==> src/rtl/cacheline_arbiter_n_if.sv <==
// Client-side request/response bus of cacheline_arbiter_n; the arbiter takes the slave modport.
interface cacheline_arbiter_n_if #(
   parameter int unsigned NUM_CH = 2,
   parameter int unsigned LINE   = 256
);
   logic [NUM_CH-1:0]      req_read_i;
   logic [NUM_CH-1:0]      req_write_i;
   logic [NUM_CH*32-1:0]   req_address_i;
   logic [NUM_CH*LINE-1:0] req_wdata_i;
   logic [NUM_CH-1:0]      req_resp_o;
   logic [LINE-1:0]        req_rdata_o;

   modport master (
      output req_read_i, req_write_i, req_address_i, req_wdata_i,
      input  req_resp_o, req_rdata_o
   );

   modport slave (
      input  req_read_i, req_write_i, req_address_i, req_wdata_i,
      output req_resp_o, req_rdata_o
   );
endinterface

==> src/rtl/cacheline_arbiter_n.sv <==
// N-client cacheline arbiter in front of a single cacheline adaptor, one transaction in flight.
// Optional per-client grant/stall counters are built when ARB_PERF_CNT_EN is defined.
module cacheline_arbiter_n #(
   parameter int unsigned NUM_CH   = 2,
   parameter int unsigned s_offset = 5,
   parameter int unsigned RR_MODE  = 1,
   localparam int unsigned LINE    = (2 ** s_offset) * 8
) (
   input  logic                    clk,
   input  logic                    rst,
   cacheline_arbiter_n_if.slave    req_if,
`ifdef ARB_PERF_CNT_EN
   output logic [NUM_CH*32-1:0]    perf_grant_o,
   output logic [NUM_CH*32-1:0]    perf_stall_o,
`endif
   output logic [31:0]             pmem_address_c,
   output logic                    pmem_read_c,
   output logic                    pmem_write_c,
   output logic [LINE-1:0]         pmem_wdata_c,
   input  logic [LINE-1:0]         pmem_rdata_c,
   input  logic                    pmem_resp_c
);

   localparam int unsigned IDX_W  = (NUM_CH > 1) ? $clog2(NUM_CH) : 1;
   localparam int unsigned IDX_W1 = IDX_W + 1;

   typedef enum logic [1:0] {
      IDLE = 2'd0,
      BUSY = 2'd1,
      TURN = 2'd2
   } state_e;

   typedef struct packed {
      logic [31:0]     addr;
      logic [LINE-1:0] wdata;
      logic            rd;
      logic            wr;
   } xact_t;

   state_e            state_q, state_d;
   logic [IDX_W-1:0]  rr_ptr_q, rr_ptr_d;
   logic [IDX_W-1:0]  gnt_idx_q, gnt_idx_d;
   xact_t             xact_q, xact_d;

   logic [NUM_CH-1:0] req_c;
   logic              win_vld_c;
   logic [IDX_W-1:0]  win_idx_c;
   logic [IDX_W1-1:0] cand_c;
   logic              done_c;
   logic [NUM_CH-1:0] resp_c;

   assign req_c = req_if.req_read_i | req_if.req_write_i;

   // Winner search: rotating start at rr_ptr in round-robin mode, index 0 upward otherwise.
   always_comb begin
      win_vld_c = 1'b0;
      win_idx_c = '0;
      cand_c    = '0;
      for (int unsigned i = 0; i < NUM_CH; i++) begin
         if (RR_MODE != 0) begin
            cand_c = IDX_W1'(rr_ptr_q) + IDX_W1'(i);
            if (cand_c >= IDX_W1'(NUM_CH)) begin
               cand_c = cand_c - IDX_W1'(NUM_CH);
            end
         end else begin
            cand_c = IDX_W1'(i);
         end
         if (!win_vld_c && req_c[cand_c[IDX_W-1:0]]) begin
            win_vld_c = 1'b1;
            win_idx_c = cand_c[IDX_W-1:0];
         end
      end
   end

   // Next-state and datapath latch.
   always_comb begin
      state_d   = state_q;
      rr_ptr_d  = rr_ptr_q;
      gnt_idx_d = gnt_idx_q;
      xact_d    = xact_q;
      done_c    = 1'b0;
      unique case (state_q)
         IDLE: begin
            if (win_vld_c) begin
               gnt_idx_d    = win_idx_c;
               rr_ptr_d     = (win_idx_c == IDX_W'(NUM_CH - 1)) ? '0 : win_idx_c + IDX_W'(1);
               xact_d.addr  = req_if.req_address_i[32'(win_idx_c) * 32 +: 32];
               xact_d.wdata = req_if.req_wdata_i[32'(win_idx_c) * LINE +: LINE];
               // A client raising both strobes is served as a write.
               xact_d.wr    = req_if.req_write_i[win_idx_c];
               xact_d.rd    = req_if.req_read_i[win_idx_c] & ~req_if.req_write_i[win_idx_c];
               state_d      = BUSY;
            end
         end
         BUSY: begin
            if (pmem_resp_c) begin
               done_c    = 1'b1;
               xact_d.rd = 1'b0;
               xact_d.wr = 1'b0;
               state_d   = TURN;
            end
         end
         TURN: begin
            state_d = IDLE;
         end
         default: begin
            state_d = IDLE;
         end
      endcase
   end

   always_ff @(posedge clk) begin
      if (rst) begin
         state_q   <= IDLE;
         rr_ptr_q  <= '0;
         gnt_idx_q <= '0;
         xact_q    <= '0;
      end else begin
         state_q   <= state_d;
         rr_ptr_q  <= rr_ptr_d;
         gnt_idx_q <= gnt_idx_d;
         xact_q    <= xact_d;
      end
   end

   // Completion pulse goes straight through to the granted client.
   always_comb begin
      resp_c = '0;
      if (done_c) begin
         resp_c[gnt_idx_q] = 1'b1;
      end
   end

   assign req_if.req_resp_o  = resp_c;
   assign req_if.req_rdata_o = done_c ? pmem_rdata_c : '0;

   assign pmem_address_c = xact_q.addr;
   assign pmem_read_c    = xact_q.rd;
   assign pmem_write_c   = xact_q.wr;
   assign pmem_wdata_c   = xact_q.wdata;

`ifdef ARB_PERF_CNT_EN
   logic [NUM_CH-1:0][31:0] grant_cnt_q;
   logic [NUM_CH-1:0][31:0] stall_cnt_q;
   logic [NUM_CH-1:0]       grant_c;
   logic [NUM_CH-1:0]       served_c;

   // A client counts as served while it is being granted or owns the in-flight transaction.
   always_comb begin
      grant_c  = '0;
      served_c = '0;
      if (state_q == IDLE) begin
         if (win_vld_c) begin
            grant_c[win_idx_c]  = 1'b1;
            served_c[win_idx_c] = 1'b1;
         end
      end else begin
         served_c[gnt_idx_q] = 1'b1;
      end
   end

   always_ff @(posedge clk) begin
      if (rst) begin
         grant_cnt_q <= '0;
         stall_cnt_q <= '0;
      end else begin
         for (int unsigned c = 0; c < NUM_CH; c++) begin
            if (grant_c[c] && (grant_cnt_q[c] != 32'hFFFF_FFFF)) begin
               grant_cnt_q[c] <= grant_cnt_q[c] + 32'd1;
            end
            if (req_c[c] && !served_c[c] && (stall_cnt_q[c] != 32'hFFFF_FFFF)) begin
               stall_cnt_q[c] <= stall_cnt_q[c] + 32'd1;
            end
         end
      end
   end

   assign perf_grant_o = grant_cnt_q;
   assign perf_stall_o = stall_cnt_q;
`endif

endmodule

==> src/flat_wrapper.sv <==
// flat-port wrapper written by rule: the top's interface ports become plain ports
module cacheline_arbiter_n_flat 
#(
   parameter int unsigned NUM_CH   = 2,
   parameter int unsigned s_offset = 5,
   parameter int unsigned RR_MODE  = 1,
   localparam int unsigned LINE    = (2 ** s_offset) * 8
)
  (clk, rst, pmem_address_c, pmem_read_c, pmem_write_c, pmem_wdata_c, pmem_rdata_c, pmem_resp_c, req_if_req_read_i, req_if_req_write_i, req_if_req_address_i, req_if_req_wdata_i, req_if_req_resp_o, req_if_req_rdata_o);
  cacheline_arbiter_n_if #(.NUM_CH(NUM_CH), .LINE((256))) req_if_i ();
  input  logic clk;
  input  logic rst;
  output logic [31:0] pmem_address_c;
  output logic pmem_read_c;
  output logic pmem_write_c;
  output logic [LINE-1:0] pmem_wdata_c;
  input  logic [LINE-1:0] pmem_rdata_c;
  input  logic pmem_resp_c;
  input wire logic [$bits(req_if_i.req_read_i)-1:0] req_if_req_read_i;
  input wire logic [$bits(req_if_i.req_write_i)-1:0] req_if_req_write_i;
  input wire logic [$bits(req_if_i.req_address_i)-1:0] req_if_req_address_i;
  input wire logic [$bits(req_if_i.req_wdata_i)-1:0] req_if_req_wdata_i;
  output wire logic [$bits(req_if_i.req_resp_o)-1:0] req_if_req_resp_o;
  output wire logic [$bits(req_if_i.req_rdata_o)-1:0] req_if_req_rdata_o;
  assign req_if_i.req_read_i = req_if_req_read_i;
  assign req_if_i.req_write_i = req_if_req_write_i;
  assign req_if_i.req_address_i = req_if_req_address_i;
  assign req_if_i.req_wdata_i = req_if_req_wdata_i;
  assign req_if_req_resp_o = req_if_i.req_resp_o;
  assign req_if_req_rdata_o = req_if_i.req_rdata_o;
  cacheline_arbiter_n #(.NUM_CH(NUM_CH), .s_offset(s_offset), .RR_MODE(RR_MODE)) u_core (.clk(clk), .rst(rst), .req_if(req_if_i), .pmem_address_c(pmem_address_c), .pmem_read_c(pmem_read_c), .pmem_write_c(pmem_write_c), .pmem_wdata_c(pmem_wdata_c), .pmem_rdata_c(pmem_rdata_c), .pmem_resp_c(pmem_resp_c));
endmodule
==> config.mk <==
export PLATFORM = sky130hd
export DESIGN_NAME = cacheline_arbiter_n_flat
export DESIGN_NICKNAME = d
export VERILOG_FILES = /design/src/rtl/cacheline_arbiter_n_if.sv /design/src/rtl/cacheline_arbiter_n.sv /design/src/flat_wrapper.sv
export SDC_FILE = /design/constraint.sdc
export NUM_CORES = 1
export LEC_CHECK = 0
export CELL_PAD_IN_SITES_DETAIL_PLACEMENT = 0
export CELL_PAD_IN_SITES_GLOBAL_PLACEMENT = 1
export CORE_AREA = 3 3 546 548
export CTS_CLUSTER_DIAMETER = 150
export DETAILED_ROUTE_END_ITERATION = 12
export DIE_AREA = 0 0 549 551
export GPL_ROUTABILITY_DRIVEN = 0
export PLACE_DENSITY = 0.35
export SYNTH_ARGS = -nofsm -noshare
export SYNTH_HDL_FRONTEND = slang
export SYNTH_SLANG_ARGS = --single-unit
==> constraint.sdc <==
create_clock -name clk -period 2.02 [get_ports clk]
set_clock_uncertainty 0.1 [all_clocks]
set_input_delay 0.202 -clock clk [delete_from_list [all_inputs] [get_ports clk]]
set_output_delay 0.202 -clock clk [all_outputs]
set_load 0.02 [all_outputs]
==> results.json <==
{
  "slew_violations": 0,
  "finalPower_w": 0.0251,
  "detail-route-antenna-nets": 0,
  "hold_ws_ps": 77.1,
  "setup_violations": 561,
  "routed_via_density": 2.94,
  "clk_pin_slew_ps": 60,
  "wirelength_mm": 199,
  "dpl.hpwl_mm": 167,
  "critPathMaxFanout": 7,
  "arrival_ps": 2510,
  "powerDensity_nw_per_um2": 611,
  "io_buffers": 1386,
  "grt_usage_pct": 12.3,
  "num_vias": 20900,
  "syn-instance-count": 1348,
  "yosysMostFrequentCell": "dfxtp_1",
  "wl_met2_mm": 100,
  "cts_sinks": 294,
  "netlist_area_um2": 14200,
  "ys_seq_elements": 294,
  "path_class": "reg -> out",
  "synth_top_area_share_pct": 41.4,
  "finish.utilization_pct": 14.0,
  "violations": "negative setup slack",
  "highest_layer": "met5",
  "grt_pass1_wl_mm": 244,
  "core_um2": 294000,
  "synth-compound-area-share_pct": 41.4,
  "ys_warn_count": 0,
  "synth-simple-area-share_pct": 11.9,
  "cts_buffers": 45,
  "ys_seq_area_share_pct": 41.4,
  "synth_nets": 2187,
  "dr.first_iter.drc_count": 1063,
  "synthAdderAreaFrac_pct": 0,
  "routedWlPerCell_um": 28.1,
  "overflow": 0,
  "synth-edff-count": 0,
  "hp-class": "in -> reg",
  "cp-start-kind": "flip-flop",
  "drive_above_1_share_pct": 25.4,
  "clockRootBuffer": "clkbuf_16",
  "clock_path_buffers": 3,
  "cts_tree": "yes",
  "synth.area.mux_share_pct": 0,
  "worstPathRequired_ps": 1720,
  "intPower_w": 0.0163,
  "synth_ff_type": "dfxtp_1",
  "swShare_pct": 35.0,
  "leakage_nw": 18.1,
  "met1_length_mm": 72.5,
  "grt_antenna_before_repair": 149,
  "drc_errors": 0,
  "power_switching_w": 0.00879,
  "tightest_slew_ps": 674,
  "finalHoldViolCount": 0,
  "htree_levels": 2,
  "die_h_um": 551,
  "outcome": "finished with violations",
  "peakVddDrop_v": 0.000780,
  "avgSynthCellArea_um2": 10.5,
  "die_area_um2": 302000,
  "relSlewSlack_pct": 55.1,
  "die_x_um": 549,
  "min_period_ps": 2810,
  "synthXorXnorAreaFrac_pct": 0,
  "max_freq_ghz": 0.356,
  "yosysTopAreaCell": "dfxtp_1",
  "comb_power_share_pct": 39.1,
  "grt_pass1_vias": 21600,
  "dp_slack_ps": -723,
  "finalNetCount": 3957,
  "cp-end-kind": "output port",
  "ios": 1387,
  "worst_slack_ps": -788,
  "area_delta_synth_final_pct": 189,
  "synth.distinct_cells": 28,
  "fin_tns_setup_ps": -182880,
  "dr.pass1.iters": 5,
  "synth_top_family_by_area": "compound AO/OA/AOI/OAI gates",
  "met3WireLength_mm": 20.6,
  "start_util_pct": 4.84,
  "clk-insertion-delay-late_ps": 640,
  "period_share_pct": 139,
  "clkPwrFrac_pct": 32.7,
  "ys_top_cells_by_count": "294 x dfxtp_1, 288 x a221o_1, 288 x o211a_1",
  "synth.area.top_cells": "dfxtp_1 41%, a221o_1 20%, o211a_1 20%, and2_1 11%, clkbuf_1 4.3%",
  "p_seq_share_pct": 28.2,
  "maxCapViolations": 0,
  "rsz0062_at_grt": "yes",
  "rows": 199,
  "synthArstFlopShare_pct": 0,
  "grt_max_degree": 59
}
==> worst max-delay path, cell delays in order, from the launching register on <==
cell and delay [ps]:
dfxtp_4 360, buf_12 130, and3b_4 320, buf_16 130, buf_12 120, buf_12 130, buf_12 140, buf_16 140
buf_6 100, and2_4 150, buf_12 100
==> power by group through the flow <==
stage | sequential [W] | combinational, W | clock [W]
3_3_place_gp | 0.00718 | 0.00881 | 0
3_5_place_dp | 0.00720 | 0.00874 | 0
5_1_grt | 0.00716 | 0.0103 | 0.00881
2_1_floorplan | 0.00790 | 0.00193 | 0
4_1_cts | 0.00709 | 0.00968 | 0.00867
6_report | 0.00707 | 0.00982 | 0.00821
==> worst paths after layout <==
check | start | end | slack, ps | cells past startpoint
setup / recovery | u_core.state_q[1] | req_if_req_rdata_o[33] | -790 | 10
hold reg to reg | u_core.gnt_idx_q | u_core.gnt_idx_q | 410 | 2
setup reg to reg | u_core.state_q[1] | u_core.pmem_wdata_c[223] | -150 | 7
hold / removal | req_if_req_wdata_i[203] | u_core.pmem_wdata_c[203] | 80 | 2
==> final cells by class <==
class                   instances  area (µm²)
fillers                     33100      252000
repair buffers               1913       20600
multi-input cells             862        8170
flip-flops and latches        294        5890
well taps                    3919        4900
clock buffers                  66        1270
clock inverters                17         196
diodes                         33        82.6
inverters                       2        15.0
==> registers in the layout, summed over array words and instances (netlist names) <==
register               count
u_core.rr_ptr_q            1
u_core.pmem_wdata_c      256
u_core.pmem_address_c     32
u_core.state_q             2
u_core.pmem_read_c         1
u_core.pmem_write_c        1
u_core.gnt_idx_q           1
==> cell usage in the layout, fill, tap and decap left out, types with 2 or more instances in the layout <==
master	instances
dfxtp_1	293
clkinv_2	9
buf_12	111
o21ai_0	2
clkdlybuf4s50_1	1069
o211a_1	288
buf_4	164
dlymetal6s2s_1	11
dlygate4sd3_1	335
nor2_1	6
clkbuf_8	7
buf_8	12
and2_4	227
a21oi_1	3
bufinv_16	2
inv_6	2
a221o_1	288
clkbuf_1	14
and2_1	30
buf_16	15
buf_6	188
clkbuf_16	53
diode_2	33
==> repair_timing <==
item / CTS / global route
gates resized for setup: 872 / 538
buffers inserted: 26 / 32
hold buffers: 335 / 0
cloned: 11 / 8
endpoints found under the hold margin: 232 / 0
setup endpoints to repair: 673 / 661
pin swaps: 11 / 47
==> metal layers <==
layer  track usage, %  vias up
met1             13.1    10200
met4             2.88      128
li1                 -     9009
met2             22.3     1222
met3             5.33      339
met5                0        -
==> logic make-up after synthesis <==
kind of cell	after synthesis
AOI/OAI and AO/OA	589
DFF	294
and+or+nand+nor	273
buffers and inverters	192
==> stage by stage <==
stage	cells	instance area, µm²
floorplan	1348	14200
global placement	6587	34100
detailed placement	6587	34100
CTS	7041	39700
global route	7091	41000
finish	7106	41100
No activity file was read; power rests on OpenSTA's default activity.
